### config.mk
export PLATFORM = sky130hd
export DESIGN_NAME = pwm_gen
export DESIGN_NICKNAME = d
export VERILOG_FILES = /design/src/rtl/pwm_pkg.sv /design/src/rtl/pwm_gen_btn_sync_edge.sv /design/src/rtl/pwm_gen.sv
export SDC_FILE = /design/constraint.sdc
export NUM_CORES = 1
export LEC_CHECK = 0
export CELL_PAD_IN_SITES_DETAIL_PLACEMENT = 1
export CELL_PAD_IN_SITES_GLOBAL_PLACEMENT = 2
export CORE_UTILIZATION = 35
export CTS_CLUSTER_DIAMETER = 150
export DETAILED_ROUTE_END_ITERATION = 8
export HOLD_SLACK_MARGIN = 0.02
export PLACE_DENSITY = 0.79
export SYNTH_ARGS = -nofsm -noshare
export SYNTH_HDL_FRONTEND = slang
export SYNTH_SLANG_ARGS = --single-unit
### constraint.sdc
create_clock -name io_in -period 2.1 [get_ports io_in]
set_input_delay 0.21 -clock io_in [delete_from_list [all_inputs] [get_ports io_in]]
set_output_delay 0.21 -clock io_in [all_outputs]
set_load 0.005 [all_outputs]
### src/rtl/pwm_pkg.sv
// pwm_pkg: shared constants and helpers for the button-controlled PWM dimmer.
// Holds default configuration values, the derived default widths, the
// tile I/O bit positions and the saturating duty-step functions.
package pwm_pkg;

    // Default configuration of the tile.
    localparam int unsigned CLK_HZ_DEF     = 10_000;
    localparam int unsigned DUTY_MAX_DEF   = 10;
    localparam int unsigned DUTY_RST_DEF   = 5;
    localparam int unsigned DEB_CYCLES_DEF = 100;

    // Register widths for the default configuration; the top re-derives them
    // from its own parameters so that overrides stay consistent.
    localparam int unsigned DUTY_W = $clog2(DUTY_MAX_DEF + 1);
    localparam int unsigned DIV_W  = $clog2(CLK_HZ_DEF / 2);

    // Input pad bit positions.
    localparam int unsigned IO_CLK   = 0;
    localparam int unsigned IO_INCR  = 1;
    localparam int unsigned IO_DECR  = 2;
    localparam int unsigned IO_RST_N = 3;

    // Output pad bit positions.
    localparam int unsigned OUT_CLK_1HZ = 0;
    localparam int unsigned OUT_LED     = 1;
    localparam int unsigned OUT_DELED   = 2;
    localparam int unsigned OUT_INLED   = 3;

    // One step up, never beyond max_value.
    function automatic int unsigned sat_inc(input int unsigned value,
                                            input int unsigned max_value);
        return (value >= max_value) ? max_value : value + 1;
    endfunction

    // One step down, never below zero.
    function automatic int unsigned sat_dec(input int unsigned value);
        return (value == 0) ? 0 : value - 1;
    endfunction

endpackage

### src/rtl/pwm_gen_btn_sync_edge.sv
// btn_sync_edge: brings a raw asynchronous push-button into the clock domain,
// optionally debounces it, and produces a one-cycle pulse per rising edge.
// Configuration macro: PWM_DEBOUNCE_EN enables the stable-sample debounce.
module btn_sync_edge #(
    parameter int unsigned DEB_CYCLES = 100
) (
    input  logic clk,
    input  logic rst_n,
    input  logic btn,
    output logic level,
    output logic pulse
);

    logic sync_meta;
    logic sync_q;
    logic level_d;

    // Two-flop synchronizer for the asynchronous pad input.
    // NOTE: sequential state always uses non-blocking assignments so every flop
    // samples the value from before the edge, which is what makes the chain a
    // chain instead of collapsing into a single register.
    always_ff @(posedge clk or negedge rst_n) begin
        if (!rst_n) begin
            sync_meta <= 1'b0;
            sync_q    <= 1'b0;
        end else begin
            sync_meta <= btn;
            sync_q    <= sync_meta;
        end
    end

`ifdef PWM_DEBOUNCE_EN
    localparam int unsigned DEB_BITS = (DEB_CYCLES > 1) ? $clog2(DEB_CYCLES) : 1;
    localparam logic [DEB_BITS-1:0] DEB_LAST = DEB_BITS'(DEB_CYCLES - 1);

    logic                deb_q;
    logic [DEB_BITS-1:0] deb_cnt;

    // Accept a new level only after it has differed from the current one for
    // DEB_CYCLES consecutive samples; any agreeing sample restarts the count.
    always_ff @(posedge clk or negedge rst_n) begin
        if (!rst_n) begin
            deb_q   <= 1'b0;
            deb_cnt <= '0;
        end else if (sync_q == deb_q) begin
            deb_cnt <= '0;
        end else if (deb_cnt == DEB_LAST) begin
            deb_q   <= sync_q;
            deb_cnt <= '0;
        end else begin
            deb_cnt <= deb_cnt + 1'b1;
        end
    end

    assign level = deb_q;
`else
    // Without debounce the synchronized level is used directly.
    logic [31:0] unused_deb_cycles;
    assign unused_deb_cycles = DEB_CYCLES;
    assign level = sync_q;
`endif

    // Delayed copy of the level for rising-edge detection.
    always_ff @(posedge clk or negedge rst_n) begin
        if (!rst_n) begin
            level_d <= 1'b0;
        end else begin
            level_d <= level;
        end
    end

    // One pulse per press no matter how long the button is held.
    assign pulse = level & ~level_d;

endmodule

### src/rtl/pwm_gen.sv
// pwm_gen: button-controlled PWM LED dimmer for an 8-in/8-out tile.
// Two buttons step the duty register up/down with saturation, led carries the
// PWM waveform, clock_1hz is a free-running 50 % square wave and inled/deled
// mirror the conditioned button levels.
// Configuration macro: PWM_DEBOUNCE_EN (see btn_sync_edge).
module pwm_gen
    import pwm_pkg::*;
#(
    parameter int unsigned CLK_HZ     = CLK_HZ_DEF,
    parameter int unsigned DUTY_MAX   = DUTY_MAX_DEF,
    parameter int unsigned DUTY_RST   = DUTY_RST_DEF,
    parameter int unsigned DEB_CYCLES = DEB_CYCLES_DEF
) (
    input  logic [7:0] io_in,
    output logic [7:0] io_out
);

    localparam int unsigned DUTY_BITS = $clog2(DUTY_MAX + 1);
    localparam int unsigned HALF_HZ   = CLK_HZ / 2;
    localparam int unsigned DIV_BITS  = (HALF_HZ > 1) ? $clog2(HALF_HZ) : 1;

    localparam logic [DUTY_BITS-1:0] PWM_LAST  = DUTY_BITS'(DUTY_MAX - 1);
    localparam logic [DUTY_BITS-1:0] DUTY_INIT = DUTY_BITS'(DUTY_RST);
    localparam logic [DIV_BITS-1:0]  DIV_LAST  = DIV_BITS'(HALF_HZ - 1);

    logic clk;
    logic rst_n;

    logic incr_level;
    logic incr_pulse;
    logic decr_level;
    logic decr_pulse;

    logic [DUTY_BITS-1:0] duty_q;
    logic [DUTY_BITS-1:0] pwm_cnt_q;
    logic [DIV_BITS-1:0]  div_cnt_q;
    logic                 led_q;
    logic                 clock_1hz_q;

    assign clk   = io_in[IO_CLK];
    assign rst_n = io_in[IO_RST_N];

    // The upper pads carry nothing for this tile.
    logic unused_io;
    assign unused_io = ^io_in[7:4];

    btn_sync_edge #(
        .DEB_CYCLES (DEB_CYCLES)
    ) u_incr (
        .clk   (clk),
        .rst_n (rst_n),
        .btn   (io_in[IO_INCR]),
        .level (incr_level),
        .pulse (incr_pulse)
    );

    btn_sync_edge #(
        .DEB_CYCLES (DEB_CYCLES)
    ) u_decr (
        .clk   (clk),
        .rst_n (rst_n),
        .btn   (io_in[IO_DECR]),
        .level (decr_level),
        .pulse (decr_pulse)
    );

    // Duty register: saturating step per press, simultaneous presses cancel.
    always_ff @(posedge clk or negedge rst_n) begin
        if (!rst_n) begin
            duty_q <= DUTY_INIT;
        end else begin
            unique case ({incr_pulse, decr_pulse})
                2'b10:   duty_q <= DUTY_BITS'(sat_inc(int'(duty_q), DUTY_MAX));
                2'b01:   duty_q <= DUTY_BITS'(sat_dec(int'(duty_q)));
                default: duty_q <= duty_q;
            endcase
        end
    end

    // PWM period counter and registered comparator; a duty change is seen
    // on the very next comparison rather than at the period boundary.
    always_ff @(posedge clk or negedge rst_n) begin
        if (!rst_n) begin
            pwm_cnt_q <= '0;
            led_q     <= 1'b0;
        end else begin
            pwm_cnt_q <= (pwm_cnt_q == PWM_LAST) ? '0 : pwm_cnt_q + 1'b1;
            led_q     <= (pwm_cnt_q < duty_q);
        end
    end

    // Half-period divider for the 1 Hz square wave.
    always_ff @(posedge clk or negedge rst_n) begin
        if (!rst_n) begin
            div_cnt_q   <= '0;
            clock_1hz_q <= 1'b0;
        end else if (div_cnt_q == DIV_LAST) begin
            div_cnt_q   <= '0;
            clock_1hz_q <= ~clock_1hz_q;
        end else begin
            div_cnt_q   <= div_cnt_q + 1'b1;
        end
    end

    // Output pad packing; unused pads are driven low.
    // NOTE: the blanket default first keeps every bit assigned on every pass,
    // so no latch can be inferred when individual bits are filled in below.
    always_comb begin
        io_out              = '0;
        io_out[OUT_CLK_1HZ] = clock_1hz_q;
        io_out[OUT_LED]     = led_q;
        io_out[OUT_DELED]   = decr_level;
        io_out[OUT_INLED]   = incr_level;
    end

endmodule

==> out/metrics.yaml, run 1 <==
clocking:
  clkLatencyLatePin_ns: 0.28
  cts_tree: "yes"
  path_clk_slew_ns: 0.07
  cts.repair.resized: 0
  cts_setup_buffers: 0
  postCtsHoldBufs: 0
pwr:
  worst_ir_drop_vdd_mv: 0.506
  p_leak_nw: 0.803
  power.internal_mw: 1.15
  p_switching_mw: 0.483
  comb_power_share_pct: 0.1
  p_clk_share_pct: 65.7
  sequentialPowerShare_pct: 34.2
  p_per_area_nw_per_um2: 990
  swShare_pct: 29.6
  total_power_mw: 1.63
drt:
  drtIter0Drc: 45
  viasPerCell: 5.04
  num_vias: 947
  firstDrtPassIters: 4
  ant_nets: 0
  wl_per_cell_um: 13.7
  drt-total-wl_um: 2570
  route.detailed.drc: 0
  met3_wirelength_um: 196
  wl_met1_um: 1140
  wl_met2_um: 1160
  highest_layer: "met4"
placed_design:
  port_buffers: 4
  place_hpwl_um: 1730
  dpl-instance-area_um2: 1450
  place_inst: 173
  gp_congestion: 0.753
synth:
  yosysMostFrequentCell: "dfrtp_1"
  synth_common_cells: "dfrtp_1 (27), nor2_1 (9), buf_4 (8), ha_1 (8)"
  synth_cells: 127
  synth.avg_cell_area_um2: 11.1
  ys_ff_latch: 29
  netlist-cell-type-count: 38
  synth.top_cell.area_share_pct: 48.0
  synth_warnings: 0
  synth_area_leaders: "dfrtp_1 (48%), ha_1 (7.1%), xor2_1 (4.4%)"
  synth-edff-count: 0
  synth_top_cell_by_area: "dfrtp_1"
  async_reset_ff_share_pct: 100
  synth-seq-area-share_pct: 51.7
  ys.flop_type: "dfrtp_1"
  synth.cell_area_um2: 1410
sta:
  max_freq_mhz: 523
  finalSetupViolCount: 0
  fin_crit_ns: 1.91
  tns_ns: 0
  hold_ws_ns: -0.336
  report.final.slew_viol_count: 0
  layout_worst_path_cycle_share_pct: 91.0
  skew_ns: 0.0100
  finalHoldViolCount: 31
  rsz0062_at_grt: "false"
floorplan:
  die_x_um: 65.4
  rows: 22
  die_h_um: 65.4
  core_um2: 3770
  die_area_um2: 4280
  ios: 16
  initial_core_util_pct: 37.4
grt:
  grtUsageTotal_pct: 16.3
  grt_pass1_wl_um: 4680
  first_global_vias: 1106
  grt-ovfl-total: 0
  grt_max_degree: 10
  antenna_found_initial: 0
final_layout:
  antenna_cells: 0
  nets: 153
  instances_no_fill: 188
  final_cell_area_um2: 1650
  drive_gt1_share_pct: 12.9
  area_delta_synth_final_pct: 17.1
  nFillCells: 399
run_status:
  status: "finished with violations"
  violations: "negative hold slack"
setup_path:
  reg2reg_from: "u_decr.level"
  crit_path_end: "duty_q[3]"
  setup.worst_path.start: "u_decr.level"
  r2r_cells: 6
  arrival_ns: 2.14
  r2r_slack_ns: 0.19
  critPathRequiredTime_ns: 2.33
  path_class: "reg2reg"
  worst_setup_path_start_kind: "flop"
  cp-end-kind: "flop"
  rr_endpoint: "duty_q[3]"
  worstPathMaxFanout: 3
hold_path:
  hold_class: "clk2async"
run:
  maxCapViolCount: 0
[area by class of cell]
class                           instances  area [um^2]  share of cell area [%]
Inverter                                7         26.3                    1.59
Clock buffer                           13          190                    11.5
Tap cell                               48         60.1                    3.64
Sequential cell                        29          728                    44.1
Clock inverter                          2         8.76                   0.531
Timing Repair Buffer                    5         47.5                    2.88
Multi-Input combinational cell         84          589                    35.7
[flip-flops by register name, summed over array words and instances, names as in the netlist]
| name | count |
|---|---|
| led_q | 1 |
| u_decr.sync_meta | 1 |
| u_incr.level_d | 1 |
| clock_1hz_q | 1 |
| div_cnt_q | 13 |
| u_incr.sync_meta | 1 |
| u_decr.level | 1 |
| duty_q | 4 |
| u_incr.level | 1 |
| u_decr.level_d | 1 |
| pwm_cnt_q | 4 |
[worst max-delay path, cell delays in order (launching register included)]
cell and delay (ns):
dfrtp_1 0.38, nor2b_1 0.14, ha_1 0.31, or3b_1 0.38, or3_1 0.34, o31ai_1 0.21, a21o_1 0.11
[per-stage QoR]
| stage | worst slack [ns] | util [%] |
|---|---|---|
| global placement | 0.248 | 38.5 |
| floorplan | 0.170 | - |
| CTS | 0.192 | 43.8 |
| finish | 0.189 | 43.8 |
| global route | 0.0992 | 43.8 |
| detailed placement | 0.204 | 38.5 |
[routing by layer]
metal / up-vias / track usage, %
li1: 448 / -
met1: 464 / 14.9
met2: 24 / 21.0
met3: 11 / 14.8
met4: 0 / 15.8
met5: - / 0
[cell families (layout without fill, tap and decap cells)]
group / Yosys count / after routing / synth area share (%)
simple gates: 40 / 40 / 15.7
flops: 29 / 29 / 51.7
compound gates: 17 / 17 / 8.35
buf+inv: 17 / 27 / 7.28
xor+xnor: 13 / 13 / 8.08
fa+ha+maj: 8 / 8 / 7.11
mux: 2 / 2 / 1.51
other cells: 1 / 4 / 0.266
[power by group through the flow]
| stage | Combinational (mW) | Clock, mW | Sequential [mW] |
|---|---|---|---|
| 2_1_floorplan | 0.00695 | 0 | 0.573 |
| 3_3_place_gp | 0.00154 | 0 | 0.573 |
| 3_5_place_dp | 0.00154 | 0 | 0.573 |
| 4_1_cts | 0.00154 | 1.14 | 0.559 |
| 5_1_grt | 0.00212 | 1.20 | 0.559 |
| 6_report | 0.00170 | 1.07 | 0.559 |
[cells in the final DEF, fill, tap and decap left out, drive strengths merged, types with 2 or more instances in the layout]
master / synthesis / routed
nor4b: 2 / 2
nand4: 3 / 3
clkbuf: 0 / 13
nand2: 6 / 6
nor2: 9 / 9
clkdlybuf4s50: 0 / 4
o21ai: 3 / 3
a21oi: 3 / 3
xnor2: 6 / 6
nor2b: 2 / 2
clkinv: 0 / 2
conb: 1 / 4
and4: 3 / 3
dfrtp: 27 / 27
inv: 7 / 7
o31ai: 2 / 2
and3: 4 / 4
nand3: 5 / 5
ha: 8 / 8
xor2: 7 / 7
dfstp: 2 / 2
[worst min path at each step]
stage | endpoint | slack, ns | start
floorplan | clock_1hz_q | -0.30 | io_in[3]
global placement | clock_1hz_q | -0.30 | io_in[3]
detailed placement | clock_1hz_q | -0.30 | io_in[3]
CTS | u_decr.level_d | -0.33 | io_in[3]
global route | duty_q[1] | -0.33 | io_in[3]
finish | u_decr.level_d | -0.34 | io_in[3]
Note: power is estimated with default switching activity, not from simulation.
==> run 2: changes to the inputs <==
==> constraint.sdc (replaced) <==
create_clock -name io_in -period 1.8 [get_ports io_in]
set_input_delay 0.18 -clock io_in [delete_from_list [all_inputs] [get_ports io_in]]
set_output_delay 0.18 -clock io_in [all_outputs]
set_load 0.005 [all_outputs]
==> run 2 against run 1 <==
Net effect:
- highest routed layer unchanged
- die area is the same
- global-route usage grew 0.78 points
- clock-buffer cell count shrank 3
- the run ends with negative hold slack, negative setup slack left
- register-to-register slack lost 0.28 ns
- first-iteration DRC count shrank 29%
- power grew 29%
- design area grew 6.6%
==> out/metrics.yaml, run 2 (synthesized netlist as in run 1, its figures left out) <==
pwr:
  swShare_pct: 29.4  # -0.17 points
  worst_ir_drop_vdd_mv: 0.545  # +7.7%
  sequentialPowerShare_pct: 30.9  # -3.3 points
  p_per_area_nw_per_um2: 1200  # +21%
  p_leak_nw: 0.829  # +3.3%
  total_power_mw: 2.11  # +29%
  p_switching_mw: 0.620  # +28%
  comb_power_share_pct: 0.1  # about the same
  p_clk_share_pct: 69.0  # +3.3 points
  power.internal_mw: 1.49  # +29%
final_layout:
  antenna_cells: 0  # unchanged
  drive_gt1_share_pct: 20.0  # +7.1 points
  finish.utilization_pct: 46.6  # +2.9 points
  layout.area.seq_um2: 728  # unchanged
  nets: 157  # +2.6%
  nFillCells: 403  # +1.0%
  area_delta_synth_final_pct: 24.9
  multi_input_area_um2: 636  # +7.9%
  top_register: "div_cnt_q"
  final_cell_mix: "dfrtp_1 (27), clkbuf_8 (10), nor2_1 (9)"
  top_regs: "div_cnt_q: 13 flops, duty_q: 4 flops, pwm_cnt_q: 4 flops"
  final_cell_area_um2: 1760  # +6.6%
  final_common_cell: "dfrtp_1"
  largest_reg_flops: 13  # unchanged
drt:
  route.detailed.drc: 0  # unchanged
  num_vias: 982  # +3.7%
  viasPerCell: 5.09  # +1.0%
  wl_per_cell_um: 14.3  # +4.6%
  drtIter0Drc: 32  # -29%
  firstDrtPassIters: 3  # -1
  ant_nets: 0  # unchanged
  drt-total-wl_um: 2760  # +7.4%
grt:
  grt_pass1_wl_um: 4690  # +0.30%
  grtUsageTotal_pct: 17.1  # +0.78 points
  grt-ovfl-total: 0  # unchanged
  first_global_vias: 1107  # +0.090%
  antenna_found_initial: 0  # unchanged
  grt_max_degree: 11  # +1
sta:
  finalSetupViolCount: 1  # +1
  max_freq_mhz: 530  # +1.3%
  rsz0062_at_grt: "true"
  finalHoldViolCount: 31  # unchanged
  fin_ws_ns: -0.0871  # -0.276 ns
  skew_ns: 0.00533  # -0.00470 ns
  hold_ws_ns: -0.321  # +0.0145 ns
  fin_crit_ns: 1.89  # -0.0240 ns
  report.final.slew_viol_count: 0  # unchanged
  layout_worst_path_cycle_share_pct: 105  # +14 points
floorplan:
  die_h_um: 65.4  # unchanged
  ios: 16  # unchanged
  die_area_um2: 4280  # unchanged
  rows: 22  # unchanged
  initial_core_util_pct: 37.4  # unchanged
  core_um2: 3770  # unchanged
  die_x_um: 65.4  # unchanged
run:
  maxCapViolCount: 0  # unchanged
placed_design:
  gp_congestion: 0.765  # +1.5%
  place_hpwl_um: 1820  # +5.0%
  dpl-instance-area_um2: 1470  # +1.0%
  port_buffers: 4  # unchanged
setup_path:
  critPathRequiredTime_ns: 2.02  # -0.31 ns
  critPathMaxStageDelay_ns: 0.42  # +0.04 ns
  path_class: "reg2reg"
  worstPathMaxFanout: 3  # unchanged
  arrival_ns: 2.11  # -0.03 ns
  cp-end-kind: "flop"
  cp_cell_sequence: "nand2b_4, ha_4, or3b_1, or3_4, o31ai_4, a21o_1"
  cp_slowest_cell: "dfrtp_1"
  worst_setup_path_start_kind: "flop"
run_status:
  violations: "negative hold slack, negative setup slack"
  status: "finished with violations"
hold_path:
  hold_class: "clk2async"
clocking:
  clkLatencyLatePin_ns: 0.28  # about the same
  path_clk_slew_ns: 0.07  # about the same
  cts_tree: "yes"
run 2: cell count changes in the layout (fill, tap and decap cells not counted), moves of 2 or more:
cell       before  now
bufinv_16       0    2
buf_4           1    5
clkinv_4        0    2
clkbuf_8       12   10
run 2: power groups by stage:
stage	logic (mW)	clock network (mW)	registers, mW
after floorplan	0.00811	0	0.668
after global placement	0.00180	0	0.668
after detailed placement	0.00180	0	0.668
after CTS	0.00180	1.54	0.652
after global routing	0.00260	1.59	0.652
final	0.00201	1.45	0.653
run 2: per-stage QoR:
| step | setup WS, ns | TNS (ns) | cells | hold slack [ns] |
|---|---|---|---|---|
| floorplan | -0.130 | -0.130 | 130 | -0.296 |
| global placement | -0.0255 | -0.0255 | 175 | -0.296 |
| detailed placement | -0.0781 | -0.0781 | 175 | -0.296 |
| CTS | -0.0995 | -0.0995 | 191 | -0.322 |
| global route | -0.155 | -0.155 | 193 | -0.334 |
| finish | -0.0871 | -0.0871 | 193 | -0.321 |
run 2: layout make-up:
cell class / instances / area share, %
clock buffers: 10 / 7.82
clock inverters: 6 / 5.33
inverters: 7 / 1.49
multi-input cells: 84 / 36.1
flip-flops and latches: 29 / 41.4
well taps: 48 / 3.41
repair buffers: 9 / 4.41
run 2: what timing repair did:
action / 4_1_cts / 5_1_grt
endpoints found under the setup margin: 1 / 1
cloned: 0 / 0
pin swaps: 0 / 4
setup buffers: 0 / 2
hold buffers: 0 / 0
resized for setup: 0 / 7
run 2: final timing paths:
path	from	to	slack, ns	depth (start not counted)
setup / recovery	u_incr.level	duty_q[3]	-0.09	6
hold / removal	io_in[3]	pwm_cnt_q[1]	-0.32	2
setup reg to reg	u_incr.level	duty_q[3]	-0.09	6
hold reg to reg	u_decr.sync_meta	u_decr.level	0.35	0
max in group asynchronous	io_in[3]	duty_q[2]	1.92	2
min in group io_in	io_in[2]	u_decr.sync_meta	-0.26	0
run 2: critical path, delay by kind of cell (launching register included):
kind	cells	cell delay, ns
AOI/OAI and AO/OA	2	0.31
adders and majority gates	1	0.23
DFF	1	0.42
and+or+nand+nor	3	0.84
run 2: per-layer routing:
layer	track usage (%)	up-vias	routed length, um	part of all wire (%)
met5	0	-	0	0
met4	21.2	0	129	4.7
met3	14.1	13	187	6.8
met2	21.1	21	1330	48
met1	15.3	489	1120	41
li1	-	459	-	-
==> run 3: changes to the inputs <==
--- a/config.mk
+++ b/config.mk
@@ -5,13 +5,14 @@
 export SDC_FILE = /design/constraint.sdc
 export NUM_CORES = 1
 export LEC_CHECK = 0
+export ABC_AREA = 1
 export CELL_PAD_IN_SITES_DETAIL_PLACEMENT = 1
 export CELL_PAD_IN_SITES_GLOBAL_PLACEMENT = 2
-export CORE_UTILIZATION = 35
+export CORE_UTILIZATION = 33
 export CTS_CLUSTER_DIAMETER = 150
 export DETAILED_ROUTE_END_ITERATION = 8
 export HOLD_SLACK_MARGIN = 0.02
-export PLACE_DENSITY = 0.79
+export PLACE_DENSITY = 0.8
 export SYNTH_ARGS = -nofsm -noshare
 export SYNTH_HDL_FRONTEND = slang
 export SYNTH_SLANG_ARGS = --single-unit
==> run 3 against run 2 <==
Net effect:
- the run ends with negative hold slack left
- largest cell class unchanged
- fmax up 19%
- setup slack better by 0.30 ns
- final cell count up 36%
- die area up 20%
- routed wire length up 18%
- critical endpoint is now duty_q[1]
==> out/metrics.yaml, run 3 <==
sta:
  tns_ns: 0  # +0.0871 ns
  max_freq_mhz: 630  # +19%
  finalHoldViolCount: 31  # unchanged
  report.final.slew_viol_count: 0  # unchanged
  rsz0062_at_grt: "false"
  finalSetupViolCount: 0  # -1
  skew_ns: 0.00379  # -0.00154 ns
  hold_ws_ns: -0.320  # +0.00148 ns
  layout_worst_path_cycle_share_pct: 88.2  # -17 points
  fin_crit_ns: 1.59  # -0.300 ns
clocking:
  cts_tree: "yes"
  path_clk_slew_ns: 0.06  # about the same
  cts.repair.resized: 0  # unchanged
  cts_setup_buffers: 0  # unchanged
  postCtsHoldBufs: 0  # unchanged
  clkLatencyLatePin_ns: 0.28  # about the same
hold_path:
  hold_class: "clk2async"
synth:
  synth-seq-area-share_pct: 45.5  # -6.2 points
  ys_ff_latch: 29  # unchanged
  synth_top_cell_by_area: "dfrtp_1"
  yosysMostFrequentCell: "nand2_1"
  synth_area_leaders: "dfrtp_1 (42%), nand2_1 (10%), inv_1 (8.2%)"
  synthSimpleGateAreaFrac_pct: 27.2  # +11 points
  synthXorXnorAreaFrac_pct: 3.83  # -4.3 points
  synth_mux_area_share_pct: 0  # -1.5 points
  synth_cells: 196  # +54%
  synth_top_family_by_area: "simple AND/OR/NAND/NOR gates"
  netlist-cell-type-count: 25  # -34%
  synth_compound_area_share_pct: 5.00  # -3.3 points
  async_reset_ff_share_pct: 100  # unchanged
  synthAdderAreaFrac_pct: 6.25  # -0.85 points
  synth.cell_area_um2: 1600  # +14%
  ys.flop_type: "dfrtp_1"
  synth.avg_cell_area_um2: 8.16  # -26%
  synth.top_cell.area_share_pct: 42.2  # -5.7 points
  synth_warnings: 0  # unchanged
  synth-edff-count: 0  # unchanged
  synth_common_cells: "nand2_1 (44), inv_1 (35), dfrtp_1 (27)"
run:
  maxCapViolCount: 0  # unchanged
final_layout:
  nFillCells: 557  # +38%
  final_cell_area_um2: 1880  # +7.1%
  final_cell_mix: "nand2_1 (44), inv_1 (35), dfrtp_1 (27)"
  antenna_cells: 0  # unchanged
  final_common_cell: "nand2_1"
  drive_gt1_share_pct: 13.3  # -6.7 points
  top_register: "div_cnt_q"
  largest_reg_flops: 13  # unchanged
  multi_input_area_um2: 692  # +8.9%
  top_regs: "div_cnt_q: 13 flops, duty_q: 4 flops, pwm_cnt_q: 4 flops"
  layout.area.seq_um2: 728  # unchanged
  area_delta_synth_final_pct: 17.7
  nets: 223  # +42%
pwr:
  p_clk_share_pct: 68.7  # -0.3 points
  p_per_area_nw_per_um2: 1110  # -7.5%
  total_power_mw: 2.09  # -0.88%
  comb_power_share_pct: 0.1  # about the same
  sequentialPowerShare_pct: 31.2  # +0.3 points
  p_switching_mw: 0.574  # -7.5%
  worst_ir_drop_vdd_mv: 0.474  # -13%
  power.internal_mw: 1.52  # +1.9%
  swShare_pct: 27.5  # -2.0 points
  p_leak_nw: 0.767  # -7.4%
setup_path:
  reg2reg_from: "duty_q[0]"
  worstPathMaxFanout: 5  # +2
  worst_setup_path_start_kind: "flop"
  critPathRequiredTime_ns: 1.97  # -0.05 ns
  setup.worst_path.start: "duty_q[0]"
  r2r_cells: 7  # +1
  cp-end-kind: "flop"
  r2r_slack_ns: 0.21  # +0.30 ns
  rr_endpoint: "duty_q[1]"
  arrival_ns: 1.76  # -0.35 ns
  path_class: "reg2reg"
placed_design:
  place_hpwl_um: 2420  # +34%
  dpl-instance-area_um2: 1660  # +13%
  gp_congestion: 0.810  # +6.0%
  port_buffers: 4  # unchanged
floorplan:
  die_area_um2: 5130  # +20%
  core_um2: 4500  # +19%
  initial_core_util_pct: 35.5  # -1.8 points
  die_h_um: 71.6  # +9.5%
  rows: 24  # +9.1%
  ios: 16  # unchanged
  die_x_um: 71.6  # +9.5%
drt:
  drtIter0Drc: 53  # +66%
  route.detailed.drc: 0  # unchanged
  wl_met1_um: 1330  # +19%
  drt-total-wl_um: 3260  # +18%
  firstDrtPassIters: 4  # +1
  ant_nets: 0  # unchanged
  wl_per_cell_um: 12.4  # -13%
  met3_wirelength_um: 159  # -15%
  viasPerCell: 4.79  # -5.8%
  wl_met2_um: 1670  # +26%
  highest_layer: "met4"
  num_vias: 1260  # +28%
grt:
  grt_max_degree: 10  # -1
  grt_pass1_wl_um: 6040  # +29%
  first_global_vias: 1448  # +31%
  antenna_found_initial: 0  # unchanged
  grtUsageTotal_pct: 16.8  # -0.36 points
  grt-ovfl-total: 0  # unchanged
run_status:
  status: "finished with violations"
  violations: "negative hold slack"
[run 3: power groups by stage]
stage          clock network, mW  logic (mW)  registers [mW]
4_1_cts                     1.53     0.00180           0.652
3_5_place_dp                   0     0.00180           0.668
6_report                    1.44     0.00202           0.653
2_1_floorplan                  0     0.00811           0.668
3_3_place_gp                   0     0.00180           0.668
5_1_grt                     1.61     0.00268           0.652
[run 3: critical path, stage by stage, from the launching register on]
cell and delay, ns:
dfstp_2 0.58, inv_1 0.11, ha_1 0.25, or2_2 0.30
nand3_1 0.08, nand3_1 0.06, nand2_1 0.07, inv_1 0.04
[run 3: metrics by stage]
step | std cells | utilization, % | setup WS [ns]
after floorplan | 199 | - | 0.345
after global placement | 247 | 36.8 | 0.288
after detailed placement | 247 | 36.8 | 0.216
after CTS | 263 | 41.8 | 0.190
after global routing | 263 | 41.8 | 0.113
final | 263 | 41.8 | 0.213
[run 3: worst max path at each step]
stage	endpoint	slack, ns
global placement	duty_q[1]	0.29
detailed placement	duty_q[1]	0.22
finish	duty_q[1]	0.21
global route	duty_q[1]	0.11
CTS	duty_q[1]	0.19
floorplan	duty_q[1]	0.34
[run 3: cell type report]
cell class | count | area share (%)
Sequential cell | 29 | 38.6
Multi-Input combinational cell | 127 | 36.7
Clock buffer | 12 | 8.23
Inverter | 35 | 6.97
Clock inverter | 4 | 3.85
Tap cell | 52 | 3.45
Timing Repair Buffer | 4 | 2.12
[run 3: cells by family after synthesis]
family | after synthesis
compound gates | 14
xor+xnor | 7
fa+ha+maj | 8
buf+inv | 43
flops | 29
other cells | 1
simple gates | 94
[run 3: layer usage]
metal | up-vias | GRT usage (%)
li1 | 618 | -
met1 | 609 | 14.7
met2 | 22 | 23.5
met3 | 11 | 12.9
met4 | 0 | 17.2
met5 | - | 0
